$ cat src/rtl/payload_pkg.sv
// payload_pkg: definitions shared by the payload match reporter slice.
//   DEFAULT_NUM_ENGINES : default width of the engine match vector.
//   rpt_state_t         : reporter FSM state encoding.
package payload_pkg;

  localparam int DEFAULT_NUM_ENGINES = 32;

  typedef enum logic [1:0] {
    IDLE    = 2'd0,
    CAPTURE = 2'd1,
    REPORT  = 2'd2
  } rpt_state_t;

endpackage

$ cat src/rtl/payload_match_reporter_pend_prio_enc.sv
// pend_prio_enc: combinational lowest-set-bit encoder.
//   vec     in  NUM_ENGINES  vector to search
//   idx     out ID_W         index of the lowest set bit (0 when vec == 0)
//   any     out 1            at least one bit of vec is set
//   one_hot out 1            exactly one bit of vec is set
module pend_prio_enc
  import payload_pkg::*;
#(
  parameter int NUM_ENGINES = DEFAULT_NUM_ENGINES,
  parameter int ID_W        = (NUM_ENGINES > 1) ? $clog2(NUM_ENGINES) : 1
) (
  input  logic [NUM_ENGINES-1:0] vec,
  output logic [ID_W-1:0]        idx,
  output logic                   any,
  output logic                   one_hot
);

  // Priority search and population tests over the input vector.
  always_comb begin
    idx = {ID_W{1'b0}};
    // Scanning downward lets the lowest set bit win the final assignment.
    for (int i = NUM_ENGINES - 1; i >= 0; i--) begin
      if (vec[i]) begin
        idx = ID_W'(i);
      end else begin
        idx = idx;
      end
    end
    any = |vec;
    // v & (v-1) clears the lowest set bit; zero left over means one bit only.
    one_hot = any &&
              ((vec & (vec - NUM_ENGINES'(1))) == {NUM_ENGINES{1'b0}});
  end

endmodule

$ cat src/rtl/payload_match_reporter.sv
// payload_match_reporter: snapshots the sticky engine match bits at end of
// packet and streams the matched engine indices, lowest first, as
// valid/ready beats tagged with a packet sequence number.
//   clk, rst            clock, synchronous active-high reset
//   sod, en, eod        packet framing (eod qualified by en)
//   match_in            engine out bits, bit i = engine i
//   rpt_valid/rpt_ready report beat handshake
//   rpt_id, rpt_seq     matched engine index, packet sequence number
//   rpt_none, rpt_last  empty-packet beat, final beat of the packet
//   busy                reporter not idle
//   overrun, sod_err    sticky error flags
module payload_match_reporter
  import payload_pkg::*;
#(
  parameter int NUM_ENGINES = DEFAULT_NUM_ENGINES,
  parameter int ID_W        = (NUM_ENGINES > 1) ? $clog2(NUM_ENGINES) : 1,
  parameter int SEQ_W       = 8
) (
  input  logic                   clk,
  input  logic                   rst,
  input  logic                   sod,
  input  logic                   en,
  input  logic                   eod,
  input  logic [NUM_ENGINES-1:0] match_in,
  output logic                   rpt_valid,
  input  logic                   rpt_ready,
  output logic [ID_W-1:0]        rpt_id,
  output logic [SEQ_W-1:0]       rpt_seq,
  output logic                   rpt_none,
  output logic                   rpt_last,
  output logic                   busy,
  output logic                   overrun,
  output logic                   sod_err
);

  rpt_state_t             state_r;
  logic [NUM_ENGINES-1:0] pend_r;
  logic [SEQ_W-1:0]       seq_r;
  logic                   rpt_valid_r;
  logic [ID_W-1:0]        rpt_id_r;
  logic                   rpt_none_r;
  logic                   rpt_last_r;
  logic                   busy_r;
  logic                   overrun_r;
  logic                   sod_err_r;

  logic [NUM_ENGINES-1:0] pend_clr_s;
  logic [NUM_ENGINES-1:0] enc_in_s;
  logic [ID_W-1:0]        enc_idx_s;
  logic                   enc_any_s;
  logic                   enc_one_hot_s;
  logic                   eod_s;
  logic                   hs_s;

  assign eod_s = eod & en;
  assign hs_s  = rpt_valid_r & rpt_ready;

  // Pending set with the bit of the beat currently on the bus removed.
  assign pend_clr_s = pend_r & ~(NUM_ENGINES'(1) << rpt_id_r);

  // One encoder serves both the fresh snapshot and the post-handshake set,
  // so the next beat's fields can be registered one edge ahead.
  always_comb begin
    if (state_r == CAPTURE) begin
      enc_in_s = match_in;
    end else begin
      enc_in_s = pend_clr_s;
    end
  end

  pend_prio_enc #(
    .NUM_ENGINES (NUM_ENGINES),
    .ID_W        (ID_W)
  ) u_enc (
    .vec     (enc_in_s),
    .idx     (enc_idx_s),
    .any     (enc_any_s),
    .one_hot (enc_one_hot_s)
  );

  // Reporter FSM, snapshot register, sequence counter and sticky flags.
  always_ff @(posedge clk) begin
    if (rst) begin
      state_r     <= IDLE;
      pend_r      <= {NUM_ENGINES{1'b0}};
      seq_r       <= {SEQ_W{1'b0}};
      rpt_valid_r <= 1'b0;
      rpt_id_r    <= {ID_W{1'b0}};
      rpt_none_r  <= 1'b0;
      rpt_last_r  <= 1'b0;
      busy_r      <= 1'b0;
      overrun_r   <= 1'b0;
      sod_err_r   <= 1'b0;
    end else begin
      // A packet ending while a report is still in flight is dropped.
      if (eod_s && (state_r != IDLE)) begin
        overrun_r <= 1'b1;
      end
      if (sod && (state_r == CAPTURE)) begin
        sod_err_r <= 1'b1;
      end
      case (state_r)
        IDLE: begin
          if (eod_s) begin
            state_r <= CAPTURE;
            busy_r  <= 1'b1;
          end
        end
        CAPTURE: begin
          // match_in now holds the engines' state after the last byte.
          pend_r      <= match_in;
          state_r     <= REPORT;
          rpt_valid_r <= 1'b1;
          rpt_id_r    <= enc_idx_s;
          rpt_none_r  <= ~enc_any_s;
          rpt_last_r  <= enc_one_hot_s | ~enc_any_s;
        end
        REPORT: begin
          if (hs_s) begin
            if (rpt_last_r) begin
              state_r     <= IDLE;
              pend_r      <= {NUM_ENGINES{1'b0}};
              seq_r       <= seq_r + SEQ_W'(1);
              rpt_valid_r <= 1'b0;
              rpt_id_r    <= {ID_W{1'b0}};
              rpt_none_r  <= 1'b0;
              rpt_last_r  <= 1'b0;
              busy_r      <= 1'b0;
            end else begin
              pend_r     <= pend_clr_s;
              rpt_id_r   <= enc_idx_s;
              rpt_last_r <= enc_one_hot_s;
            end
          end
        end
        default: begin
          state_r     <= IDLE;
          rpt_valid_r <= 1'b0;
          busy_r      <= 1'b0;
        end
      endcase
    end
  end

  assign rpt_valid = rpt_valid_r;
  assign rpt_id    = rpt_id_r;
  assign rpt_seq   = seq_r;
  assign rpt_none  = rpt_none_r;
  assign rpt_last  = rpt_last_r;
  assign busy      = busy_r;
  assign overrun   = overrun_r;
  assign sod_err   = sod_err_r;

endmodule

$ cat config.mk
export PLATFORM = sky130hd
export DESIGN_NAME = payload_match_reporter
export DESIGN_NICKNAME = d
export VERILOG_FILES = /design/src/rtl/payload_pkg.sv /design/src/rtl/payload_match_reporter_pend_prio_enc.sv /design/src/rtl/payload_match_reporter.sv
export SDC_FILE = /design/constraint.sdc
export NUM_CORES = 1
export LEC_CHECK = 0
export ABC_AREA = 1
export CAP_MARGIN = 5
export CELL_PAD_IN_SITES_DETAIL_PLACEMENT = 2
export CELL_PAD_IN_SITES_GLOBAL_PLACEMENT = 2
export CORE_UTILIZATION = 26
export CTS_CLUSTER_DIAMETER = 30
export DETAILED_ROUTE_END_ITERATION = 16
export GPL_TIMING_DRIVEN = 0
export PLACE_DENSITY_LB_ADDON = 0.1
export REMOVE_ABC_BUFFERS = 1
export SLEW_MARGIN = 20
export SYNTH_ARGS = -nofsm -noshare
export SYNTH_HDL_FRONTEND = slang
export SYNTH_SLANG_ARGS = --single-unit
$ cat constraint.sdc
create_clock -name clk -period 2.6 [get_ports clk]
set_input_delay 0.52 -clock clk [delete_from_list [all_inputs] [get_ports clk]]
set_output_delay 0.52 -clock clk [all_outputs]
set_load 0.01 [all_outputs]
==> metrics, run 1 <==
Combinational Power Share 37.3%; Worst Path Arrival around 3600 ps; vias in the first global route around 5000; warning count from the yosys run 0; pwr/cell area 462 nW/µm²; period utilization 128%; Setup crit end rpt_last; crit-path max FO 5; I/O Buffers 56; Tot GR Track Use between 20% and 30%; Top Ports between 50 and 60; CP startpoint state_r[1]; Slew @ Worst Pin 900 ps; max_slew headroom 39.6%; gr ovfl total 0; initial antenna violation count 0; final WL ~19 mm; first-pass iteration count of the detailed router 4; number of buffers created by CTS 5; clk_lat worst skew 320 ps; commonest non-fill, non-tap cells in the layout nand2_1 (103), o21ai_0 (67), a21oi_1 (60); root buf cell clkbuf_16; fin area between 5000 and 6000 µm²; Pleak 2.15 nW; Max Cap Viol 0; RR Startpoint state_r[1]; DP Area 4460 µm²; synth top area cells dfxtp_1 (28%), nand2_1 (11%), o21ai_0 (9.3%); Reg power frac ~34%; H-tree Lvls 2; worst setup margin -728 ps; area leader, netlist dfxtp_1; kind of critical path register to register; fillcell total roughly 1600; GP Congestion 0.788; Final Skew just over 6 ps; Core ar. 14000 µm²; WHS Path Cells 2; post-place setup slack -1430 ps; failing checks negative setup slack; worst hold slack approximately 470 ps; Inst Count DP 821; largest net degree at the start of global routing 25; Routed WL per cell 21.2 µm; cell count after synthesis about 600; Final min period about 3300 ps; net switching fraction of the power 38.0%; Die Y 122 µm; top-area cell type share of the netlist area 28.3%; synthesized area 3750 µm²; CTS tree yes; Switch Pwr approximately 980 µW; layout cells sized above 1 24.5%; Worst setup SP type register; non-filler cells, final 897; Layout Nets 755; Fmax achieved 300 MHz; Max Slew Vio Count 0; worst-case clock buffer depth 2; Rows 43; Hold Path Class register to register; Avg Inst Size Synth 6.10 µm²; maximum vdd drop 0.000246 V; most common cell after layout, fill and taps aside nand2_1; Clk pin slew, worst setup/hold paths 80 ps; Final Hold Fails 0; min-delay src sod_err; worst reg-to-reg path cell count 26; Syn-to-layout area delta 48.6%; Die Area 14900 µm²; critical path required time between 2000 and 3000 ps; flop2flop setup slack -730 ps; unrepaired setup endpoints after global routing yes; reg2reg end rpt_last; status finished, violations left; Yosys reg bits 53; first-pass GRT wire length roughly 28 mm; share of power burned in the clock network 28.6%; internal power about 1.6 mW; Die X 122 µm; Via density 5.41; Antenna Violating Nets Remaining 0; post-synthesis sequential area ratio roughly 28%; library cells used by synthesis 35; CTS Hold Bufs 0; Initial Utilization 26.8%; DR vias just under 5000; final setup violating endpoints 5; CP endpoint kind register; Register Area roughly 1100 µm²; final routed DRC violation total 0; TritonCTS Sinks 53; ANT cells 0; 1st-iter DRT viols 183; area of the multi-input gates 2580 µm²; dpl hpwl a little over 10 mm
repair_timing:
item	in CTS	in global routing
buffers inserted	37	25
pin swaps	23	33
setup endpoints to repair	45	22
resized for setup	78	33
gates cloned	7	0
area by class of cell:
| cell class | count | area share, % |
|---|---|---|
| repair inverters | 3 | 0.337 |
| inverters | 75 | 5.90 |
| multi-input cells | 457 | 46.2 |
| flip-flops and latches | 53 | 19.5 |
| clock buffers | 6 | 2.31 |
| repair buffers | 121 | 21.5 |
| well taps | 180 | 4.04 |
| clock inverters | 2 | 0.269 |
cells by family after synthesis:
logic type	count (synthesis)	synth area share [%]
flops	53	28.3
buf+inv	107	11.2
compound gates	172	25.8
simple gates	282	34.4
fa+ha+maj	1	0.333
cell usage after synthesis:
cell	instances
nand3_2	1
o2111a_1	1
a2111oi_2	1
o21a_1	1
nand3_1	35
dfxtp_1	53
buf_1	5
o21ai_0	70
a31oi_1	7
buf_2	11
a31o_2	1
nand4_1	25
buf_4	1
nand2_2	5
clkinv_2	1
nor4_1	1
o211ai_1	2
a21oi_1	67
ha_1	1
a21oi_2	5
clkbuf_1	15
nand2_1	110
a221oi_1	6
o21bai_1	1
nor3_1	14
inv_2	9
nor2_4	8
o31ai_1	4
nor2_2	4
a2111oi_0	1
o2111ai_1	3
inv_1	65
nor2_8	1
o22ai_1	2
nor2_1	78
worst max-delay path, stage by stage (launching register included):
cell,delay [ps]
dfxtp_2,360
clkinvlp_4,150
nand2_8,110
buf_16,110
clkinvlp_4,110
buf_12,150
nor2_4,120
nor2_4,50
nor2_2,120
nand2_2,100
nor2_4,130
inv_2,70
nor2_4,120
inv_4,70
nor2_8,90
inv_2,50
nor2_4,120
buf_6,130
inv_4,40
nor2_4,150
buf_6,130
inv_6,40
o21ai_0,160
o2111ai_1,130
a21oi_1,180
nand3_1,110
a21oi_2,140
metal layers:
metal,GRT usage (%),vias up,part of all wire [%]
met5,0,-,0
met4,7.77,0,2.7
met3,4.92,36,4.8
met2,46.4,110,52
met1,29.1,2430,41
li1,-,2279,-
stage by stage:
step           setup TNS [ps]  total power [mW]  utilization, %
5_1_grt                 -3200              2.69            39.9
3_5_place_dp           -32270              1.55            31.9
6_report                -2070              2.58            39.9
3_3_place_gp           -70320              1.52            31.5
4_1_cts                 -4030              2.45            37.5
2_1_floorplan           -7720              1.30               -
state kept, by name (all words and copies together), names as in the netlist:
name,flops
state_r,2
sod_err,1
rpt_none,1
rpt_id,5
overrun,1
rpt_valid,1
rpt_seq,8
rpt_last,1
busy,1
pend_r,32
power by group through the flow:
stage | sequential [mW] | clock [mW] | combinational [mW]
after detailed placement | 0.903 | 0 | 0.649
after floorplan | 0.894 | 0 | 0.410
after global placement | 0.899 | 0 | 0.623
after global routing | 0.885 | 0.774 | 1.03
final | 0.881 | 0.736 | 0.960
after CTS | 0.882 | 0.750 | 0.818
worst min-delay path by stage:
stage                      end  slack, ps
CTS                    sod_err        470
global placement       sod_err        440
floorplan           pend_r[11]        440
global route        pend_r[23]        510
detailed placement     sod_err        460
finish                 sod_err        470
Note: power is estimated with default switching activity, not from simulation.
==> run 2, diff against run 1 <==
--- a/config.mk
+++ b/config.mk
@@ -19,3 +19,4 @@
 export SYNTH_ARGS = -nofsm -noshare
 export SYNTH_HDL_FRONTEND = slang
 export SYNTH_SLANG_ARGS = --single-unit
+export TNS_END_PERCENT = 5
==> metrics, run 2 (synthesis gave the netlist of run 1 again) <==
fin util 38.0% (-1.9 points); ANT cells 0 (unchanged); Layout Nets 734 (-2.8%); Worst setup SP type register; commonest non-fill, non-tap cells in the layout nand2_1 (104), o21ai_0 (67), nor2_1 (61), a21oi_1 (61), inv_1 (59); Antenna Violating Nets Remaining 0 (unchanged); unrepaired setup endpoints after global routing yes; Die Y 122 µm (unchanged); worst-case clock buffer depth 2 (unchanged); CP endpoint kind register; worst setup margin -668 ps (+60.6 ps); Die X 122 µm (unchanged); Pleak 2.04 nW (-5.3%); Initial Utilization 26.8% (unchanged); Hold Path Class register to register; fin area 5310 µm² (-4.7%); Die Area 14900 µm² (unchanged); Final Hold Fails 0 (unchanged); critical path required time 2830 ps (-20 ps); Final Skew 8.63 ps (+2.54 ps); Max Cap Viol 0 (unchanged); failing checks negative setup slack; dpl hpwl 10.4 mm (unchanged); Max Slew Vio Count 0 (unchanged); post-place setup slack -1430 ps (unchanged); layout cells sized above 1 20.5% (-4.0 points); period utilization 126% (-2.3 points); Tot GR Track Use 24.0% (-1.2 points); final setup violating endpoints 35 (+30); CTS tree yes; maximum vdd drop 0.000228 V (-7.1%); kind of critical path register to register; final WL 17.1 mm (-9.8%); Via density 5.34 (-1.4%); I/O Buffers 56 (unchanged); CTS Hold Bufs 0 (unchanged); gr ovfl total 0 (unchanged); Slew @ Worst Pin 1080 ps (+182 ps); max_slew headroom 27.7% (-12 points); vias in the first global route 4979 (-3.2%); DR vias 4676 (-3.7%); Worst Path Arrival 3500 ps (-80 ps); most common cell after layout, fill and taps aside nand2_1; Fmax achieved 306 MHz (+1.9%); Clk pin slew, worst setup/hold paths 80 ps (about the same); Final min period 3270 ps (-60.6 ps); Top Ports 57 (unchanged); clk_lat worst skew 310 ps (about the same); Routed WL per cell 19.6 µm (-7.6%); GP Congestion 0.788 (unchanged); root buf cell clkbuf_16; pwr/cell area 462 nW/µm² (about the same); DP Area 4460 µm² (unchanged); initial antenna violation count 0 (unchanged); H-tree Lvls 2 (unchanged); Rows 43 (unchanged); first-pass GRT wire length 27.1 mm (-3.9%); number of buffers created by CTS 5 (unchanged); max reg flops 32 (unchanged); 1st-iter DRT viols 172 (-6.0%); flop2flop setup slack -670 ps (+60 ps); Core ar. 14000 µm² (unchanged); crit-path max FO 11 (+6); Syn-to-layout area delta 41.6%; Most flops, register pend_r; TritonCTS Sinks 53 (unchanged); status finished, violations left; final routed DRC violation total 0 (unchanged); first-pass iteration count of the detailed router 4 (unchanged); largest net degree at the start of global routing 34 (+36%)
-- run 2: changes by cell type in the layout (fill, tap and decap cells not counted), sizes merged --
cell	before	now
clkinvlp	8	6
bufinv	0	1
clkdlybuf4s50	55	56
inv	71	70
buf	64	44
-- run 2: per-stage QoR --
stage / std cells / power [mW] / hold slack, ps / TNS, ps
6_report: 876 / 2.46 / 469 / -4910
5_1_grt: 876 / 2.59 / 514 / -13110
4_1_cts: 868 / 2.44 / 469 / -4330
3_5_place_dp: 821 / 1.55 / 457 / -32270
3_3_place_gp: 819 / 1.52 / 440 / -70320
2_1_floorplan: 583 / 1.30 / 444 / -7720
-- run 2: timing repair --
item,in CTS,in global routing
setup buffers,34,9
resized for setup,69,15
endpoints found under the setup margin,45,40
gates cloned,5,0
pin swaps,20,22
-- run 2: final timing paths --
path | from | to | cells past startpoint
worst max register to register | state_r[1] | rpt_last | 24
worst max-delay path | state_r[1] | rpt_last | 24
worst min-delay path | sod_err | sod_err | 2
worst min register to register | sod_err | sod_err | 2
-- run 2: worst max-delay path, cell delays in order, from the launching register on --
cell and delay, ps:
dfxtp_2 340, clkinvlp_4 110, nand2_8 70, buf_12 130, bufbuf_16 280, nor2_2 140, nor2_4 60, nor2_2 110
nand2_2 90, nor2_4 130, inv_2 70, nor2_4 110, inv_2 70, nor2_8 110, inv_2 50, nor2_4 110
buf_4 130, inv_2 40, nor2_4 140, o22ai_2 100, nor3_2 210, o2111ai_1 140, a21oi_1 170, nand3_1 120
a21oi_2 120
-- run 2: layout make-up --
class                           count  area (µm²)
Clock buffer                        6         129
Clock inverter                      2        15.0
Fill cell                        1686        8680
Inverter                           75         322
Multi-Input combinational cell    457        2510
Sequential cell                    53        1080
Tap cell                          180         225
Timing Repair Buffer              102        1020
Timing Repair inverter              1        7.51
-- run 2: layer usage --
layer / GRT usage, % / part of all wire (%) / vias to the layer above
met5: 0 / 0 / -
met3: 3.79 / 2.8 / 13
met2: 43.7 / 51 / 63
li1: - / - / 2230
met1: 29.3 / 45 / 2370
met4: 5.64 / 1.2 / 0
-- run 2: where the power goes --
group	total [mW]	switching [mW]	leakage [nW]	internal [mW]
clock	0.725	0.365	0.0631	0.360
combinational	0.851	0.508	1.54	0.343
sequential	0.880	0.0354	0.436	0.844
